==> src/rtl/rf_write_arbiter.sv <==
// Round-robin arbiter sharing one register-file write port among NREQ writers,
// with a registered output stage and a sequenced clear of registers 1..2^AW-1.
module rf_write_arbiter #(
    parameter int NREQ = 2,
    parameter int AW   = 4,
    parameter int DW   = 16
) (
    input  logic                 Clock,
    input  logic                 Reset,
    input  logic [NREQ-1:0]      Req,
    input  logic [NREQ*AW-1:0]   ReqAddr,
    input  logic [NREQ*DW-1:0]   ReqData,
    output logic [NREQ-1:0]      Grant,
    input  logic                 Clear,
    output logic                 ClrDone,
    output logic                 Busy,
    output logic                 Wen,
    output logic [AW-1:0]        WAddr,
    output logic [DW-1:0]        WData
);

    localparam int RW = (NREQ > 1) ? $clog2(NREQ) : 1;

    typedef enum logic {
        IDLE  = 1'b0,
        CLEAR = 1'b1
    } state_t;

    state_t          state, state_next;
    logic [RW-1:0]   rr_ptr;
    logic [RW-1:0]   rr_next;
    logic [AW-1:0]   clr_cnt;
    logic            last_clr;
    logic            gnt_valid;
    logic [RW-1:0]   gnt_idx;
    logic [RW-1:0]   cand_idx;
    int              cand;
    logic [AW-1:0]   sel_addr;
    logic [DW-1:0]   sel_data;

    assign last_clr = (clr_cnt == '1);

    // Search starts at the rr pointer and wraps; arbitration only happens in IDLE out of reset.
    always_comb begin
        gnt_valid = 1'b0;
        gnt_idx   = '0;
        cand      = 0;
        cand_idx  = '0;
        Grant     = '0;
        if (Reset && state == IDLE) begin
            for (int k = 0; k < NREQ; k++) begin
                cand = int'(rr_ptr) + k;
                if (cand >= NREQ) begin
                    cand = cand - NREQ;
                end
                cand_idx = RW'(cand);
                if (!gnt_valid && Req[cand_idx]) begin
                    gnt_valid = 1'b1;
                    gnt_idx   = cand_idx;
                end
            end
            if (gnt_valid) begin
                Grant[gnt_idx] = 1'b1;
            end
        end
    end

    always_comb begin
        sel_addr = '0;
        sel_data = '0;
        for (int k = 0; k < NREQ; k++) begin
            if (gnt_idx == RW'(k)) begin
                sel_addr = ReqAddr[k*AW +: AW];
                sel_data = ReqData[k*DW +: DW];
            end
        end
        rr_next = (gnt_idx == RW'(NREQ - 1)) ? '0 : gnt_idx + 1'b1;
    end

    always_comb begin
        state_next = state;
        Busy       = (state == CLEAR);
        case (state)
            IDLE:    if (Clear)    state_next = CLEAR;
            CLEAR:   if (last_clr) state_next = IDLE;
            default: state_next = IDLE;
        endcase
    end

    always_ff @(posedge Clock) begin
        if (!Reset) begin
            state <= IDLE;
        end else begin
            state <= state_next;
        end
    end

    // A grant on the same edge that Clear is taken still lands, ahead of the clear walk.
    always_ff @(posedge Clock) begin
        if (!Reset) begin
            rr_ptr  <= '0;
            clr_cnt <= '0;
            Wen     <= 1'b0;
            WAddr   <= '0;
            WData   <= '0;
            ClrDone <= 1'b0;
        end else begin
            Wen     <= 1'b0;
            ClrDone <= 1'b0;
            if (state == CLEAR) begin
                Wen   <= 1'b1;
                WAddr <= clr_cnt;
                WData <= '0;
                if (last_clr) begin
                    ClrDone <= 1'b1;
                    clr_cnt <= '0;
                end else begin
                    clr_cnt <= clr_cnt + 1'b1;
                end
            end else begin
                if (gnt_valid) begin
                    Wen    <= (sel_addr != '0);
                    WAddr  <= sel_addr;
                    WData  <= sel_data;
                    rr_ptr <= rr_next;
                end
                if (Clear) begin
                    clr_cnt <= AW'(1);
                end
            end
        end
    end

endmodule

==> config.mk <==
export PLATFORM = sky130hd
export DESIGN_NAME = rf_write_arbiter
export DESIGN_NICKNAME = d
export VERILOG_FILES = /design/src/rtl/rf_write_arbiter.sv
export SDC_FILE = /design/constraint.sdc
export NUM_CORES = 1
export LEC_CHECK = 0
export BUFFER_PORTS_ARGS = -buffer_cell sky130_fd_sc_hd__buf_2
export CORE_MARGIN = 5
export CORE_UTILIZATION = 40
export DETAILED_ROUTE_END_ITERATION = 10
export PLACE_DENSITY = 0.82
export SETUP_SLACK_MARGIN = 0.3
export SLEW_MARGIN = 20
export SYNTH_ARGS = -nofsm -noshare
export SYNTH_HDL_FRONTEND = slang
export SYNTH_SLANG_ARGS = --single-unit
==> constraint.sdc <==
create_clock -name Clock -period 1.7 [get_ports Clock]
set_clock_uncertainty 0.05 [all_clocks]
set_input_delay 0.085 -clock Clock [delete_from_list [all_inputs] [get_ports Clock]]
set_output_delay 0.085 -clock Clock [all_outputs]
set_load 0.02 [all_outputs]
==> flow_summary_export.csv <==
group,metric,value,unit
pwr,p_switching,0.000457,W
route,met1Wirelength,1.73,mm
sta,hold_violations,0,
logic_synthesis,ys_seq_area_share,37.1,%
logic_synthesis,yosysMostFrequentCell,"dfxtp_1",
route,drt_wl_total,4.07,mm
final_layout,syn_to_final_growth,33.7,%
worst_setup_path,cp-end-kind,"primary output",
logic_synthesis,synth_edf_count,0,
route,vias,1544,
worst_setup_path,path_delay_family,"flip-flops",
place,dp_cells,281,
logic_synthesis,syn_nets,217,
logic_synthesis,synth_warnings,0,
grt,grt_antenna_before_repair,0,
clock_tree,cts_buffers,3,
clock_tree,clkTransAtPathRegs,0.09,ns
worst_setup_path,crit_required,1.56,ns
place,gp_congestion,0.935,
logic_synthesis,avgSynthCellArea,8.82,um^2
worst_setup_path,worstPathArrival,1.24,ns
worst_setup_path,cp_slowest_cell,"dfxtp_4",
final_layout,drive_gt1_share,43.8,%
pwr,p_int,0.00118,W
place,dp_hpwl,3.09,mm
route,drc,0,
sta,final.setup.tns,0,ns
worst_setup_path,setup.worst_path.class,"flip-flop to primary output",
clock_tree,clock-sinks,28,
route,route.met2.wl,1.87,mm
floorplan,pin_count,70,
grt,grt_overflow_total,0,
sta,worst_pin_slew,0.357,ns
min_path,hold_class,"input pin to flip-flop",
clock_tree,clock_path_buffers,2,
pwr,ir_drop,488,uV
logic_synthesis,synthTopCellsByCount,"dfxtp_1, a21oi_1, a31oi_1, nand2_1, o31ai_2",
sta,period_share,80.7,%
pwr,swShare,27.9,%
worst_setup_path,crit_buf_inv,3,
sta,post-route-min-period,1.37,ns
logic_synthesis,synth_area,0.00151,mm^2
worst_setup_path,path_cells,"nor2b_4, buf_6, nand3_4, inv_2, buf_2",
grt,grt_pass1_vias,1471,
floorplan,num_rows,22,
final_layout,finalNonFillerCells,288,
place,dp_slack,0.297,ns
sta,max_freq,0.729,GHz
clock_tree,cts_hold_buf,0,
pwr,power_frac_seq,44.6,%
final_layout,nNetsFinal,287,
logic_synthesis,synth.top_cell.area_share,37.1,%
clock_tree,clkLatencyLatePin,0.28,ns
logic_synthesis,synthCells,171,
grt,grt_max_degree,29,
pwr,fin_total_pwr,0.00163,W
logic_synthesis,synth_largest_area_cell,"dfxtp_1",
sta,setup_slack,0.328,ns
grt,grt_pass1_wl,6.66,mm
route,ant_nets,0,
route,first_pass_iters,4,
clock_tree,clock-root-buffer,"clkbuf_8",
clock_tree,cts_tree,"yes",
sta,rsz0062_at_grt,"true",
worst_setup_path,critPathLaunchType,"flip-flop",
logic_synthesis,synth.distinct_cells,36,
flow_run,drv_cap,0,
status,outcome,"completed",
pwr,power_density,810,mW/mm^2
pwr,pwr-share-clk,32.0,%
route,drt_iter0_drc,64,
final_layout,diodes,0,
logic_synthesis,synthTopCellsByArea,"dfxtp_1, a31oi_1, o31ai_2",
route,wl_per_cell,14.1,um
pwr,leakage,0.873,nW
clock_tree,cts.htree.levels,1,
worst_setup_path,crit_path_max_incr_delay,0.39,ns
floorplan,start_util,41.2,%
final_layout,n_fill_cell,337,
sta,final_max_slew_viol_count,0,
logic_synthesis,ys_seq_elements,28,
pwr,p_comb_share,23.4,%
floorplan,die_x,71.4,um
worst_setup_path,critPathMaxFanout,5,
route,met3_length,424,um
floorplan,coreArea,0.00366,mm^2
place,portBuffers,69,
sta,finalSetupViolCount,0,
final_layout,multiInputGateArea,856,um^2
route,routed.top_layer,"met4",
route,viasPerCell,5.36,
floorplan,die_area,0.00510,mm^2
sta,slew_headroom,76.0,%
logic_synthesis,synthArstFlopShare,0,%
floorplan,die_h,71.4,um
grt,track_usage,15.9,%
final_layout,register_area,566,um^2
logic_synthesis,synthFlopType,"dfxtp_1",
-- placed cells by master, fill, tap and decap left out, drive strengths merged, types with 2 or more instances in the layout --
master	count
a211oi	5
a311oi	5
a31oi	18
nand2	18
nor4	5
nor2b	3
and2	2
nand3	2
clkbuf	3
nor2	4
o21ai	4
buf	81
dfxtp	28
nand2b	5
a21oi	20
o31ai	16
o311ai	4
inv	5
-- state kept, by name (all words and copies together), names as in the netlist --
signal   flops
clr_cnt      4
Wen          1
Busy         1
rr_ptr       1
WAddr        4
ClrDone      1
WData       16
-- through the flow --
step / hold WS (ns) / util [%] / instance area (um^2)
after floorplan: 0.196 / - / 1510
after global placement: 0.363 / 51.5 / 1880
after detailed placement: 0.367 / 51.5 / 1880
after CTS: 0.0713 / 54.8 / 2000
after global routing: 0.0934 / 55.1 / 2020
final: 0.0790 / 55.1 / 2020
-- worst paths after layout --
| check | from | end | slack (ns) | cells past startpoint |
|---|---|---|---|---|
| setup / recovery | Busy | Grant[1] | 0.33 | 5 |
| hold / removal | ReqData[18] | WData[2] | 0.08 | 3 |
| setup reg to reg | Busy | WAddr[2] | 0.37 | 4 |
| hold reg to reg | WData[11] | WData[11] | 0.41 | 2 |
-- timing repair --
item | 4_1_cts | 5_1_grt
pin swaps | 1 | 0
endpoints found under the setup margin | 10 | 15
resized for setup | 7 | 4
setup buffers | 3 | 0
-- tightest hold or removal path, delay by kind of cell --
| kind | cells | cell delay, ns |
|---|---|---|
| AOI/OAI and AO/OA | 2 | 0.22 |
| buffers and inverters | 1 | 0.07 |
-- area by class of cell --
class	count	area share, %
inverters	5	0.930
clock inverters	1	1.49
clock buffers	3	2.05
multi-input cells	122	42.4
well taps	48	2.98
repair buffers	81	22.1
flip-flops and latches	28	28.0
-- power by group through the flow --
stage,Combinational [W],Clock [W],Sequential (W)
after floorplan,0.000192,0,0.000782
after global placement,0.000358,0,0.000743
after detailed placement,0.000363,0,0.000744
after CTS,0.000380,0.000544,0.000730
after global routing,0.000420,0.000567,0.000737
final,0.000382,0.000523,0.000730
-- per-layer routing --
layer	up-vias	GRT usage (%)
li1	791	-
met5	-	0
met1	692	19.4
met4	0	4.59
met3	4	5.47
met2	57	26.4
-- logic make-up (layout without fill, tap and decap cells) --
kind of cell | after synthesis | count (layout) | share of synthesized area, %
AND/OR/NAND/NOR | 46 | 46 | 17.5
buffers and inverters | 21 | 90 | 7.79
multiplexers | 1 | 1 | 0.746
flip-flops | 28 | 28 | 37.1
AO/OA/AOI/OAI | 74 | 74 | 36.0
adder cells (fa/ha/maj) | 1 | 1 | 0.829
Note: power is estimated with default switching activity, not from simulation.
